`src/rtl/locked_reg_arbiter.sv`:
```
// Arbitrated, lock-aware access front end for a small bank of configuration registers.
// A trusted port may always write; untrusted writes to locked registers are rejected and counted.
module locked_reg_arbiter #(
  parameter int DATA_W   = 16,
  parameter int NUM_REGS = 4,
  parameter int ADDR_W   = 3
) (
  input  logic                         Clk,
  input  logic                         resetn,
  input  logic                         t_req,
  input  logic                         t_we,
  input  logic [ADDR_W-1:0]            t_addr,
  input  logic [DATA_W-1:0]            t_wdata,
  output logic                         t_ack,
  output logic                         t_err,
  output logic [DATA_W-1:0]            t_rdata,
  input  logic                         u_req,
  input  logic                         u_we,
  input  logic [ADDR_W-1:0]            u_addr,
  input  logic [DATA_W-1:0]            u_wdata,
  output logic                         u_ack,
  output logic                         u_err,
  output logic [DATA_W-1:0]            u_rdata,
  input  logic [NUM_REGS-1:0]          lock_set,
  output logic [NUM_REGS-1:0]          lock_q,
  output logic [NUM_REGS*DATA_W-1:0]   reg_q,
  output logic [7:0]                   viol_cnt
);

  typedef enum logic [1:0] {
    IDLE = 2'd0,
    EXEC = 2'd1,
    DONE = 2'd2
  } state_e;

  typedef enum logic {
    OWNER_U = 1'b0,
    OWNER_T = 1'b1
  } owner_e;

  localparam logic [ADDR_W:0] NUM_REGS_W = (ADDR_W + 1)'(NUM_REGS);

  state_e              state_q, state_d;
  owner_e              cur_owner, last_owner;
  logic                cur_we;
  logic [ADDR_W-1:0]   cur_addr;
  logic [DATA_W-1:0]   cur_wdata;

  logic                grant;
  logic                grant_trusted;
  logic                in_range;
  logic                eff_lock;
  logic [DATA_W-1:0]   sel_rdata;
  logic                exec_write;
  logic                exec_err;
  logic [DATA_W-1:0]   exec_rdata;
  logic                viol_inc;

  always_ff @(posedge Clk or negedge resetn) begin
    if (!resetn) state_q <= IDLE;
    else         state_q <= state_d;
  end

  // Decode the latched address; a lock requested this very cycle already counts.
  always_comb begin
    in_range  = ({1'b0, cur_addr} < NUM_REGS_W);
    eff_lock  = 1'b0;
    sel_rdata = '0;
    for (int i = 0; i < NUM_REGS; i++) begin
      if (cur_addr == ADDR_W'(i)) begin
        eff_lock  = lock_q[i] | lock_set[i];
        sel_rdata = reg_q[i*DATA_W +: DATA_W];
      end
    end
  end

  always_comb begin
    state_d       = state_q;
    grant         = 1'b0;
    grant_trusted = 1'b0;
    exec_write    = 1'b0;
    exec_err      = 1'b0;
    exec_rdata    = '0;
    viol_inc      = 1'b0;
    case (state_q)
      IDLE: begin
        if (t_req || u_req) begin
          grant   = 1'b1;
          state_d = EXEC;
          if (t_req && u_req) grant_trusted = (last_owner == OWNER_U);
          else                grant_trusted = t_req;
        end
      end
      EXEC: begin
        state_d = DONE;
        if (!in_range) begin
          exec_err = 1'b1;
        end else if (!cur_we) begin
          exec_rdata = sel_rdata;
        end else if ((cur_owner == OWNER_T) || !eff_lock) begin
          exec_write = 1'b1;
        end else begin
          exec_err = 1'b1;
          viol_inc = 1'b1;
        end
      end
      DONE: state_d = IDLE;
      default: state_d = IDLE;
    endcase
  end

  always_ff @(posedge Clk or negedge resetn) begin
    if (!resetn) begin
      cur_owner  <= OWNER_U;
      last_owner <= OWNER_U;
      cur_we     <= 1'b0;
      cur_addr   <= '0;
      cur_wdata  <= '0;
    end else if (grant) begin
      cur_owner  <= grant_trusted ? OWNER_T : OWNER_U;
      last_owner <= grant_trusted ? OWNER_T : OWNER_U;
      cur_we     <= grant_trusted ? t_we    : u_we;
      cur_addr   <= grant_trusted ? t_addr  : u_addr;
      cur_wdata  <= grant_trusted ? t_wdata : u_wdata;
    end
  end

  always_ff @(posedge Clk or negedge resetn) begin
    if (!resetn) begin
      reg_q    <= '0;
      lock_q   <= '0;
      viol_cnt <= '0;
    end else begin
      lock_q <= lock_q | lock_set;
      if (exec_write) begin
        for (int i = 0; i < NUM_REGS; i++) begin
          if (cur_addr == ADDR_W'(i)) reg_q[i*DATA_W +: DATA_W] <= cur_wdata;
        end
      end
      if (viol_inc && (viol_cnt != 8'hFF)) viol_cnt <= viol_cnt + 8'd1;
    end
  end

  // The non-owner port keeps its previous err/rdata; only ack is pulsed.
  always_ff @(posedge Clk or negedge resetn) begin
    if (!resetn) begin
      t_ack   <= 1'b0;
      t_err   <= 1'b0;
      t_rdata <= '0;
      u_ack   <= 1'b0;
      u_err   <= 1'b0;
      u_rdata <= '0;
    end else begin
      t_ack <= 1'b0;
      u_ack <= 1'b0;
      if (state_q == EXEC) begin
        if (cur_owner == OWNER_T) begin
          t_ack   <= 1'b1;
          t_err   <= exec_err;
          t_rdata <= exec_rdata;
        end else begin
          u_ack   <= 1'b1;
          u_err   <= exec_err;
          u_rdata <= exec_rdata;
        end
      end
    end
  end

endmodule
```
`config.mk`:
```
export PLATFORM = sky130hd
export DESIGN_NAME = locked_reg_arbiter
export DESIGN_NICKNAME = d
export VERILOG_FILES = /design/src/rtl/locked_reg_arbiter.sv
export SDC_FILE = /design/constraint.sdc
export NUM_CORES = 1
export LEC_CHECK = 0
export ABC_AREA = 1
export CORE_ASPECT_RATIO = 1.5
export CORE_MARGIN = 2
export CORE_UTILIZATION = 43
export CTS_BUF_LIST = sky130_fd_sc_hd__clkbuf_8
export CTS_CLUSTER_DIAMETER = 150
export DETAILED_ROUTE_END_ITERATION = 12
export GPL_ROUTABILITY_DRIVEN = 1
export PLACE_DENSITY = 0.8
export SLEW_MARGIN = 30
export SYNTH_ARGS = -nofsm -noshare
export SYNTH_HDL_FRONTEND = slang
export SYNTH_SLANG_ARGS = --single-unit
```
`constraint.sdc`:
```
create_clock -name Clk -period 2.9 [get_ports Clk]
set_input_delay 0.725 -clock Clk [delete_from_list [all_inputs] [get_ports Clk]]
set_output_delay 0.725 -clock Clk [all_outputs]
set_load 0.01 [all_outputs]
```
==> flow_summary.json <==
{
  "outcome": "complete, no violations",
  "seq_power_share_pct": 36.2,
  "crit_arrival_ns": 2.68,
  "skew_ns": 0.01312,
  "clk_latency_ns": 0.45,
  "cts.sink_count": 135,
  "synth_area_per_cell_um2": 8.029,
  "fin_nets": 994,
  "crit_chain": "inv_1 > nand3_1 > nand2_1 > o21ai_4 > nand3_2 > nand2_1 > nand2_1",
  "wl_mm": 16.89,
  "ys_seq_area_share_pct": 53.06,
  "power_mw": 8.774,
  "max_slew_margin_pct": 50.60,
  "numPortBuffers": 159,
  "wl_per_cell_um": 14.64,
  "clkPwrFrac_pct": 19.3,
  "place_area_um2": 8177,
  "holdWs_ns": 0.1781,
  "synth-seq-cells": 135,
  "hold_buffers": 0,
  "grt_overflow_total": 0,
  "ios": 160,
  "max_cap_viol_count": 0,
  "grt_pass1_vias": 5436,
  "dieHeight_um": 153.0,
  "crit_top_cell": "nand2_1",
  "dieWidth_um": 103.4,
  "sw_frac_of_total_pct": 41.61,
  "finalHoldViolCount": 0,
  "ff2ff_path_depth": 7,
  "crit_type": "reg -> reg",
  "synth_fp_nets": 842,
  "postCtsSetupRepairBufs": 0,
  "switchingPower_mw": 3.651,
  "firstDrtPassIters": 5,
  "setup_viol": 0,
  "drc_errors": 0,
  "utilization_pct": 59.29,
  "synthCells": 793,
  "layout_common_cells": "nand2_1, clkdlybuf4s50_1, dfrtp_1",
  "grt_setup_unrepaired": "false",
  "min_path_type": "in -> async",
  "crit_path_end_kind": "flip-flop",
  "powerDensity_nw_per_um2": 1019,
  "gp_congestion": 0.8550,
  "layout_worst_path_cycle_share_pct": 80.93,
  "cts_root_buf": "clkbuf_8",
  "worst_setup_path_start_kind": "flip-flop",
  "grt_util_all_layers_pct": 22.49,
  "final_area_um2": 8613,
  "synth_cell_types": 23,
  "finalSetupTns_ns": 0,
  "num_rows": 54,
  "worst_slew_pin_slew_ns": 0.7402,
  "drive_gt1_share_pct": 6.994,
  "clockBufferDepth": 2,
  "fin_ws_ns": 0.5531,
  "htreeDepth": 4,
  "cp_data_required_time_ns": 3.23,
  "cts_resized": 0,
  "comb_power_share_pct": 44.5,
  "initial_utilization_pct": 43.83,
  "dieArea_um2": 15820,
  "area_growth_pct": 35.27,
  "cp_max_fo": 16,
  "place_ws_ns": 0.2720,
  "ys_warn_count": 0,
  "cts_buffers": 17,
  "grt_first_pass_wirelength_mm": 27.88,
  "worst_path_largest_cell_delay_ns": 0.67,
  "layout.cells.most_common": "nand2_1",
  "leakage_nw": 4.409,
  "final_max_slew_viol_count": 0,
  "vias_per_cell": 5.114,
  "final_antenna_net_count": 0,
  "grt_max_degree": 47,
  "fmax_mhz": 426.1,
  "antenna_found_initial": 0,
  "n_antenna_cell": 0,
  "cts_tree": "yes",
  "clk_pin_slew_worst_paths_ns": 0.08,
  "syn_area_um2": 6367,
  "worst_path_max_delay_cell": "dfrtp_1",
  "intPower_mw": 5.123,
  "core_area_um2": 14530,
  "finalNonFillerCells": 1154,
  "dr_total_vias": 5901,
  "dp_cells": 1122,
  "drt_iter0_drc": 539,
  "vdd_drop_max_mv": 0.4222,
  "finalWorstPathRequiredPeriod_ns": 2.347,
  "dp_hpwl_mm": 12.54
}
worst paths after layout:
check,slack [ns],start,end
worst max-delay path,0.55,cur_addr[1],reg_q[27]
worst min-delay path,0.18,resetn,viol_cnt[4]
worst max register to register,0.55,cur_addr[1],reg_q[27]
worst min register to register,0.48,t_rdata[4],t_rdata[4]
max in group asynchronous,2.02,resetn,reg_q[43]
min in group Clk,0.48,t_rdata[4],t_rdata[4]
layout make-up:
type	instances	area, µm²
clock buffer	17	234.0
multi-input combinational	545	2530
inverter	66	247.7
fill	1285	5913
tap	196	245.2
clock inverter	15	202.7
sequential	135	3378
timing repair buffer	180	1775
cell usage after synthesis:
master      n  share of area, %
buf_1       1             0.059
nand4_1    80               7.9
or2_2       3              0.29
nand2_1   300                18
o211ai_1   20               2.4
nand3_1    38               3.0
o21a_1      1              0.12
xor2_1      4              0.55
dfrtp_1   135                53
nor2_1     38               2.2
ha_1        1              0.20
nand3_2     4              0.63
o21ai_4     1              0.26
buf_2      15               1.2
nor3_2      1              0.16
clkbuf_1   25               1.5
o21ai_0    47               3.7
clkinv_1    2              0.12
a21oi_1     4              0.31
inv_1      62               3.7
nor2_2      3              0.29
inv_2       2              0.12
buf_4       6              0.71
sequential cells by signal, indices dropped and copies added, names as in the netlist:
name / count
u_err: 1
t_err: 1
reg_q: 64
t_ack: 1
cur_addr: 3
cur_wdata: 16
t_rdata: 16
u_rdata: 16
u_ack: 1
last_owner: 1
lock_q: 4
viol_cnt: 8
state_q: 2
cur_we: 1
power by group through the flow:
stage	Combinational [mW]	Sequential [mW]	Clock [mW]
2_1_floorplan	2.00	3.24	0
3_3_place_gp	3.82	3.18	0
3_5_place_dp	3.89	3.18	0
4_1_cts	3.91	3.16	1.71
5_1_grt	4.34	3.26	1.79
6_report	3.90	3.17	1.70
logic make-up (layout without fill, tap and decap cells):
kind of cell	after synthesis	in the layout	synth area share [%]
flops	135	135	53.06
fa+ha+maj	1	1	0.1965
buf+inv	113	278	7.310
simple gates	467	467	32.15
compound gates	73	73	6.740
xor+xnor	4	4	0.5501
metal layers:
| metal | track usage [%] | share of wire (%) |
|---|---|---|
| met5 | 0 | 0 |
| met4 | 9.211 | 3.2 |
| met3 | 5.075 | 6.2 |
| met2 | 35.33 | 48 |
| met1 | 29.80 | 43 |
critical path: cells and delay by family (launching register included):
| kind | cells | cell delay (ns) |
|---|---|---|
| AO/OA/AOI/OAI | 1 | 0.42 |
| buffers and inverters | 1 | 0.24 |
| flip-flops | 1 | 0.67 |
| AND/OR/NAND/NOR | 5 | 0.91 |
No activity file was read; power rests on OpenSTA's default activity.
